## config.mk

```make
export PLATFORM = sky130hd
export DESIGN_NAME = rib_bus_arbiter
export DESIGN_NICKNAME = d
export VERILOG_FILES = /design/src/rtl/rib_bus_arbiter.sv
export SDC_FILE = /design/constraint.sdc
export NUM_CORES = 1
export LEC_CHECK = 0
export CAP_MARGIN = 20
export CORE_AREA = 2 2 159 161
export CTS_BUF_LIST = sky130_fd_sc_hd__clkbuf_16
export DETAILED_ROUTE_END_ITERATION = 10
export DIE_AREA = 0 0 161 163
export PLACE_DENSITY_LB_ADDON = 0.08
export SYNTH_ARGS = -nofsm -noshare
export SYNTH_HDL_FRONTEND = slang
export SYNTH_SLANG_ARGS = --single-unit
```

## constraint.sdc

```tcl
create_clock -name clk -period 1.8 [get_ports clk]
set_clock_uncertainty 0.2 [all_clocks]
set_input_delay 0.36 -clock clk [delete_from_list [all_inputs] [get_ports clk]]
set_output_delay 0.36 -clock clk [all_outputs]
set_load 0.03 [all_outputs]
```

## src/rtl/rib_bus_arbiter.sv

```systemverilog
// Three-master round-robin arbiter for a single slave port.
// A grant is held for the entire transaction, which ends in one of two ways:
// the slave acknowledges, or the watchdog completes it with an error.
// Handshake: a master holds req high until its one-cycle ack pulse. The
// slave sees s_req high for the whole BUSY window. The slave finishes with a
// one-cycle s_ack, and s_rdata must be valid in that same cycle.
module rib_bus_arbiter #(
   parameter int AW      = 32,
   parameter int DW      = 32,
   parameter int TIMEOUT = 16
) (
   input  logic          clk,
   input  logic          rst,
   input  logic          m0_req,
   input  logic          m0_we,
   input  logic [AW-1:0] m0_addr,
   input  logic [DW-1:0] m0_wdata,
   output logic          m0_ack,
   output logic          m0_err,
   output logic [DW-1:0] m0_rdata,
   input  logic          m1_req,
   input  logic          m1_we,
   input  logic [AW-1:0] m1_addr,
   input  logic [DW-1:0] m1_wdata,
   output logic          m1_ack,
   output logic          m1_err,
   output logic [DW-1:0] m1_rdata,
   input  logic          m2_req,
   input  logic          m2_we,
   input  logic [AW-1:0] m2_addr,
   input  logic [DW-1:0] m2_wdata,
   output logic          m2_ack,
   output logic          m2_err,
   output logic [DW-1:0] m2_rdata,
   output logic          s_req,
   output logic          s_we,
   output logic [AW-1:0] s_addr,
   output logic [DW-1:0] s_wdata,
   input  logic          s_ack,
   input  logic [DW-1:0] s_rdata,
   output logic [1:0]    grant,
   output logic          fsm_state
);

   localparam int CW = $clog2(TIMEOUT);

   typedef enum logic {IDLE = 1'b0, BUSY = 1'b1} state_t;

   state_t          state, state_nxt;
   logic [1:0]      last_grant;
   logic [1:0]      sel;
   logic            any_req;
   logic            sel_we;
   logic [AW-1:0]   sel_addr;
   logic [DW-1:0]   sel_wdata;
   logic [CW-1:0]   counter;
   logic            timeout_hit;
   logic            done;

   assign fsm_state   = (state == BUSY);
   assign any_req     = (sel != 2'd3);
   // A slave ack in the last allowed cycle takes priority over the watchdog.
   assign timeout_hit = (state == BUSY) && !s_ack && (counter == CW'(TIMEOUT - 1));
   assign done        = (state == BUSY) && (s_ack || timeout_hit);

   // Round-robin pick: search starts at the master after the last owner.
   always_comb begin
      sel = 2'd3;
      case (last_grant)
         2'd0: begin
            if (m1_req)      sel = 2'd1;
            else if (m2_req) sel = 2'd2;
            else if (m0_req) sel = 2'd0;
         end
         2'd1: begin
            if (m2_req)      sel = 2'd2;
            else if (m0_req) sel = 2'd0;
            else if (m1_req) sel = 2'd1;
         end
         default: begin
            if (m0_req)      sel = 2'd0;
            else if (m1_req) sel = 2'd1;
            else if (m2_req) sel = 2'd2;
         end
      endcase
   end

   // Route the selected master's command fields toward the latch.
   always_comb begin
      sel_we    = 1'b0;
      sel_addr  = '0;
      sel_wdata = '0;
      case (sel)
         2'd0: begin sel_we = m0_we; sel_addr = m0_addr; sel_wdata = m0_wdata; end
         2'd1: begin sel_we = m1_we; sel_addr = m1_addr; sel_wdata = m1_wdata; end
         2'd2: begin sel_we = m2_we; sel_addr = m2_addr; sel_wdata = m2_wdata; end
         default: ;
      endcase
   end

   // FSM state register.
   always_ff @(posedge clk) begin
      if (rst) state <= IDLE;
      else     state <= state_nxt;
   end

   // FSM next state: after each completion, always return through IDLE.
   always_comb begin
      state_nxt = state;
      case (state)
         IDLE:    if (any_req) state_nxt = BUSY;
         BUSY:    if (done)    state_nxt = IDLE;
         default: state_nxt = IDLE;
      endcase
   end

   // Datapath: grant and command latch, watchdog count, registered response pulses.
   always_ff @(posedge clk) begin
      if (rst) begin
         s_req      <= 1'b0;
         s_we       <= 1'b0;
         s_addr     <= '0;
         s_wdata    <= '0;
         grant      <= 2'd3;
         last_grant <= 2'd2;
         counter    <= '0;
         m0_ack     <= 1'b0;
         m0_err     <= 1'b0;
         m0_rdata   <= '0;
         m1_ack     <= 1'b0;
         m1_err     <= 1'b0;
         m1_rdata   <= '0;
         m2_ack     <= 1'b0;
         m2_err     <= 1'b0;
         m2_rdata   <= '0;
      end else begin
         m0_ack   <= 1'b0;
         m0_err   <= 1'b0;
         m0_rdata <= '0;
         m1_ack   <= 1'b0;
         m1_err   <= 1'b0;
         m1_rdata <= '0;
         m2_ack   <= 1'b0;
         m2_err   <= 1'b0;
         m2_rdata <= '0;
         if (state == IDLE) begin
            if (any_req) begin
               grant      <= sel;
               last_grant <= sel;
               s_we       <= sel_we;
               s_addr     <= sel_addr;
               s_wdata    <= sel_wdata;
               s_req      <= 1'b1;
               counter    <= '0;
            end
         end else begin
            counter <= counter + 1'b1;
            if (done) begin
               s_req <= 1'b0;
               grant <= 2'd3;
               case (grant)
                  2'd0: begin
                     m0_ack   <= 1'b1;
                     m0_err   <= !s_ack;
                     m0_rdata <= s_ack ? s_rdata : '0;
                  end
                  2'd1: begin
                     m1_ack   <= 1'b1;
                     m1_err   <= !s_ack;
                     m1_rdata <= s_ack ? s_rdata : '0;
                  end
                  2'd2: begin
                     m2_ack   <= 1'b1;
                     m2_err   <= !s_ack;
                     m2_rdata <= s_ack ? s_rdata : '0;
                  end
                  default: ;
               endcase
            end
         end
      end
   end

endmodule

```

# [Yosys cells after proc, flatten, opt, wreduce, memory -nomap -nowiden]
# Cells that the tools add are included.
[classes] n_addsub=1 eq_ne=8 muxes=28 bitwise_logic=5 reduce_logical=15
[ops] cell="case mux 32 bit (3 select lines)" count=2
[ops] cell="two-way mux 32 bit" count=1
[ops] cell="two-way mux 2 bit" count=11
[ops] cell="OR reduction 4 bit" count=3
[ops] cell="two-way mux 1 bit" count=9
[ops] cell="two-way mux 4 bit" count=2
[ops] cell="equality test 2 x 1 -> 1 bit (second input constant)" count=3
[ops] cell="logical NOT 2 bit" count=3
[ops] cell="NOT 1 bit" count=5
[ops] cell="adder 4 x 1 -> 4 bit (second input constant)" count=1
[ops] cell="equality test 2 bit (second input constant)" count=2
[ops] cell="equality test 4 bit (second input constant)" count=1
[ops] cell="case mux 2 bit (2 select lines)" count=1
[ops] cell="AND reduction 2 bit" count=2
[ops] cell="logical AND 1 bit" count=3
[ops] cell="case mux 1 bit (3 select lines)" count=1
[ops] cell="OR reduction 3 bit" count=1
[ops] cell="!= test 2 x 1 -> 1 bit (second input constant)" count=1
[ops] cell="!= test 2 bit (second input constant)" count=1
[ops] cell="case mux 1 bit (2 select lines)" count=1
[ops] cell="nonzero test 2 bit" count=1
[ops] cell="logical NOT 1 bit" count=1
[ops] cell="logical OR 1 bit" count=1
[word_totals] ff_bits=177 input_bits=233 output_inout_bits=171 word_cells=74

# [Depth between registers and ports, before layout]
[depth] depth_word=7 mapped_depth=7 mapped_depth_nobuf=5

# [Least setup slack after synthesis]
# Ideal clock, no wire load.
[synth_timing] kind="register to register" startpoint="reg state (netlist: fsm_state)" endpoint="reg m1_rdata[19]" setup_time_ps=65 arrival_time_ps=1573 required_time_ps=1535 path_slack_ps=-39 stages_incl_launch_ff=7 path_buffers=2 synth_period_minus_slack_ps=1839 cell_sequence="dfxtp_1 -> buf_4 -> inv_1 -> nor4_2 -> nand2_1 -> clkbuf_1 -> nor2_1"
[synth_via] elab_chain_cells=6 elab_cells_between_ends=7 classes_between="2 x bitwise; 5 x reduce/logical"
[synth_lines] element="start: declaration" line_no="49" source="state_t state, state_nxt;"
[synth_lines] element="start signal: assignment" line_no="104" source="else state <= state_nxt;"
[synth_lines] element="logical AND 1 bit (2 in a row)" line_no="63" source="assign timeout_hit = (state == BUSY) && !s_ack && (counter == CW'(TIMEOUT - 1));"
[synth_lines] element="logical OR 1 bit" line_no="64" source="assign done = (state == BUSY) && (s_ack || timeout_hit);"
[synth_lines] element="logical AND 1 bit" line_no="64"
[synth_lines] element="NOT 1 bit (no line)"
[synth_lines] element="OR reduction 4 bit (no line) *"
[synth_lines] element="end signal: assignment" line_no="170" source="m1_rdata <= s_ack ? s_rdata : '0;"
[synth_lines] element="end: declaration" line_no="27" source="output logic [DW-1:0] m1_rdata,"
# Mark *: on every way between the ends. The rest lies on a longest branch, timed or not.
# A chain may end at the register's enable or synchronous reset.

# [Worst setup path in the final report]
[layout_timing] startpoint="reg last_grant[0]" endpoint="reg s_addr[7]"
[layout_via] elab_chain_cells=4 elab_cells_between_ends=9 classes_between="4 x eq/ne; 2 x mux; 3 x reduce/logical"
[layout_lines] element="start: declaration" line_no="50" source="logic [1:0] last_grant;"
[layout_lines] element="start signal: assignment" line_no="149" source="last_grant <= sel;"
[layout_lines] element="equality test 2 x 1 -> 1 bit / logical NOT 2 bit (equally long branches)" line_no="69" source="case (last_grant)"
[layout_lines] element="case mux 2 bit (2 select lines) *" line_no="69"
[layout_lines] element="equality test 2 bit (tied with other cells)" line_no="93" source="case (sel)"
[layout_lines] element="case mux 32 bit (3 select lines) / AND reduction 2 bit (equally long branches)"
[layout_lines] element="end signal: assignment" line_no="151" source="s_addr <= sel_addr;"
[layout_lines] element="end: declaration" line_no="37" source="output logic [AW-1:0] s_addr,"
# Marked as above.

==> results_dict.tcl <==
set metrics [dict create \
    gr-usage-all-layers 0.185 \
    yosysWarnings 0 \
    die_h_um 163 \
    insertion_delay_ns 0.42 \
    rr_worst_depth 6 \
    path_clk_slew_ns 0.08 \
    worstPathArrival_ns 1.92 \
    maxSlewViolCount 0 \
    syn_inst 637 \
    power_density_nw_per_um2 903 \
    core-area_um2 24700 \
    worstPathRequired_ns 1.90 \
    whs_path_depth 3 \
    num_vias 6463 \
    pwr-share-seq 0.404 \
    fmax_mhz 551 \
    cts_root_buf "clkbuf_16" \
    synth_area_um2 6080 \
    period_share 1.01 \
    grt_start_max_net_pins 51 \
    leakagePower_nw 5.04 \
    routed_wl_um 26500 \
    firstDrtPassIters 7 \
    seq_area_frac_synth 0.583 \
    vdd_drop_max_v 0.000513 \
    fin_nets 1292 \
    clock-sinks 177 \
    htree_num_levels 4 \
    cap_violations 0 \
    wl_per_cell_um 18.9 \
    worst_setup_path_end_kind "flip-flop" \
    antenna_found_initial 1 \
    grt-ovfl-total 0 \
    die_area_um2 26200 \
    initial_utilization 0.246 \
    violations "negative setup slack" \
    hold_class "input port to flip-flop" \
    fin_util 0.466 \
    antenna_left 0 \
    yosys_register_bits 177 \
    cellInternalPower_w 0.00725 \
    via_per_inst 4.61 \
    period_minus_slack_ns 1.81 \
    worst_pin_slew_ns 0.421 \
    cp_slowest_stage_delay_ns 0.39 \
    dp_hpwl_um 18400 \
    rsz0062_at_grt "true" \
    cp_max_fo 10 \
    fin_ws_ns -0.0138 \
    clk_path_buf_depth 2 \
    hold_violations 0 \
    synth_nets 871 \
    yosysUniqueCellTypes 36 \
    row_count 58 \
    p_sw_frac 0.302 \
    critPathKind "flip-flop to flip-flop" \
    die_w_um 161 \
    nFillCells 2466 \
    worstPathCellList "and2b_2 > o22ai_4 > buf_6 > buf_8 > a222oi_1 > a21oi_1" \
    cts_made_buffers 17 \
    critPathLaunchType "flip-flop" \
    gp_congestion 0.812 \
    grt_pass1_vias 6285 \
    grt_pass1_wl_um 37100 \
    syn2layout_area_growth_pct 89.3 \
    slew_headroom 0.720 \
    status "finished with violations" \
    post_route_cells_drive_above_1_share 0.104 \
    holdBufCountCts 0 \
    finalSetupViolCount 3 \
    io_buffers 403 \
    p_comb_frac 0.218 \
    syn_avg_cell_area_um2 9.54 \
    fin_setup_tns_ns -0.0259 \
    clock_power_share 0.378 \
    ios 404 \
    drc 0 \
    crit_slowest_cell "a222oi_1" \
    power.switching_w 0.00314 \
    first_iter_violations 587 \
    cts_tree "yes" \
]
==> Yosys cell counts (all sizes together) <==
| cell | number | share of area |
|---|---|---|
| or2 | 1 | 0.0010 |
| nand2b | 5 | 0.0051 |
| a31oi | 21 | 0.022 |
| nand3b | 1 | 0.0012 |
| buf | 32 | 0.034 |
| o221ai | 1 | 0.0014 |
| and2b | 1 | 0.0012 |
| nor2 | 107 | 0.066 |
| o31ai | 2 | 0.0033 |
| o211a | 1 | 0.0016 |
| a222oi | 44 | 0.072 |
| a21oi | 48 | 0.040 |
| nor2b | 2 | 0.0021 |
| nand2 | 57 | 0.035 |
| o2bb2ai | 1 | 0.0025 |
| dfxtp | 177 | 0.58 |
| nand4 | 1 | 0.0010 |
| nor4 | 1 | 0.0021 |
| nand4b | 1 | 0.0025 |
| a22oi | 2 | 0.0025 |
| nor3 | 3 | 0.0025 |
| o21ai | 69 | 0.057 |
| o21a | 2 | 0.0037 |
| ha | 1 | 0.0021 |
| inv | 6 | 0.0037 |
| mux2i | 1 | 0.0016 |
| o22ai | 1 | 0.0033 |
| nand3 | 1 | 0.00082 |
| clkbuf | 26 | 0.016 |
| a21boi | 1 | 0.0012 |
| a32oi | 20 | 0.029 |
==> power groups by stage <==
stage | Combinational [W] | Clock [W] | Sequential (W)
2_1_floorplan | 0.000631 | 0 | 0.00464
3_3_place_gp | 0.00225 | 0 | 0.00429
3_5_place_dp | 0.00224 | 0 | 0.00429
4_1_cts | 0.00213 | 0.00405 | 0.00419
5_1_grt | 0.00241 | 0.00422 | 0.00422
6_report | 0.00227 | 0.00393 | 0.00419
==> stage by stage <==
| step | hold WS, ns | instance area, um2 | cells | total power [W] | setup WS (ns) |
|---|---|---|---|---|---|
| after detailed placement | 0.293 | 10800 | 1355 | 0.00652 | -0.578 |
| final | 0.292 | 11500 | 1402 | 0.0104 | -0.0138 |
| after floorplan | 0.229 | 6080 | 637 | 0.00527 | 0.0299 |
| after global routing | 0.290 | 11500 | 1402 | 0.0109 | -0.110 |
| after CTS | 0.262 | 11200 | 1387 | 0.0104 | 0.00179 |
| after global placement | 0.291 | 10800 | 1355 | 0.00654 | -0.535 |
==> metal layers <==
metal  wire (um)  global-route usage  vias up
li1            -                   -     3153
met1       10500               0.215     2989
met2       13400               0.323      294
met3        2070              0.0576       27
met4         531              0.0674        0
met5           0                   0        -
==> placed cells by master (no fill, tap or decap), types with 2 or more instances in the layout <==
cell / netlist / final
a21oi_1: 48 / 48
a222oi_1: 44 / 44
a22oi_1: 2 / 2
a31oi_1: 21 / 21
a32oi_1: 20 / 20
buf_12: 0 / 17
buf_4: 1 / 27
buf_6: 7 / 7
buf_8: 0 / 2
clkbuf_16: 0 / 23
clkbuf_2: 0 / 2
clkdlybuf4s15_1: 0 / 16
clkdlybuf4s50_1: 0 / 230
clkinv_4: 0 / 2
clkinv_8: 0 / 5
dfxtp_1: 177 / 175
dfxtp_2: 0 / 2
dlygate4sd2_1: 0 / 152
inv_1: 6 / 5
inv_6: 0 / 3
inv_8: 0 / 3
nand2_1: 57 / 56
nand2b_1: 5 / 4
nor2_1: 107 / 106
nor3_1: 3 / 3
o21ai_0: 68 / 68
==> state kept, by name, indices dropped and copies added, names as in the netlist <==
signal / cells
s_req: 1
counter: 4
s_addr: 32
m1_rdata: 32
last_grant: 2
m0_rdata: 32
m1_err: 1
s_we: 1
m0_err: 1
m1_ack: 1
grant: 2
m2_rdata: 32
m2_ack: 1
m2_err: 1
fsm_state: 1
s_wdata: 32
m0_ack: 1
==> final timing paths <==
kind              slack, ns           from         end
setup / recovery      -0.01  last_grant[0]   s_addr[7]
hold / removal         0.29    m1_addr[29]  s_addr[29]
setup reg to reg      -0.01  last_grant[0]   s_addr[7]
hold reg to reg        0.31     counter[2]  counter[2]
==> repair_timing <==
action,4_1_cts,5_1_grt
resized for setup,178,30
buffers inserted,0,5
endpoints found under the setup margin,228,111
pin swaps,2,63
endpoints found under the hold margin,0,0
gates cloned,0,9
==> logic make-up (layout without fill, tap and decap cells) <==
family	after synthesis	count (layout)	share of synthesized area
AOI/OAI and AO/OA	213	213	0.239
other	0	1	0
buffers and inverters	64	498	0.0537
DFF	177	177	0.583
and+or+nand+nor	181	181	0.121
adders and majority gates	1	1	0.00206
muxes	1	1	0.00165
==> critical path, delay by kind of cell, from the launching register on <==
family,cells,cell delay (ns)
buf+inv,2,0.30
flops,1,0.33
compound gates,3,0.59
simple gates,1,0.27
==> final cells by class <==
cell class / instances / area [um2] / share of cell area
sequential: 177 / 3550 / 0.308
tap: 330 / 413 / 0.0359
timing repair buffer: 460 / 4630 / 0.403
clock inverter: 15 / 205 / 0.0178
multi-input combinational: 396 / 2260 / 0.196
clock buffer: 17 / 425 / 0.0370
antenna: 1 / 2.50 / 0.000218
inverter: 6 / 22.5 / 0.00196
Power figures use the tool's default switching activity.
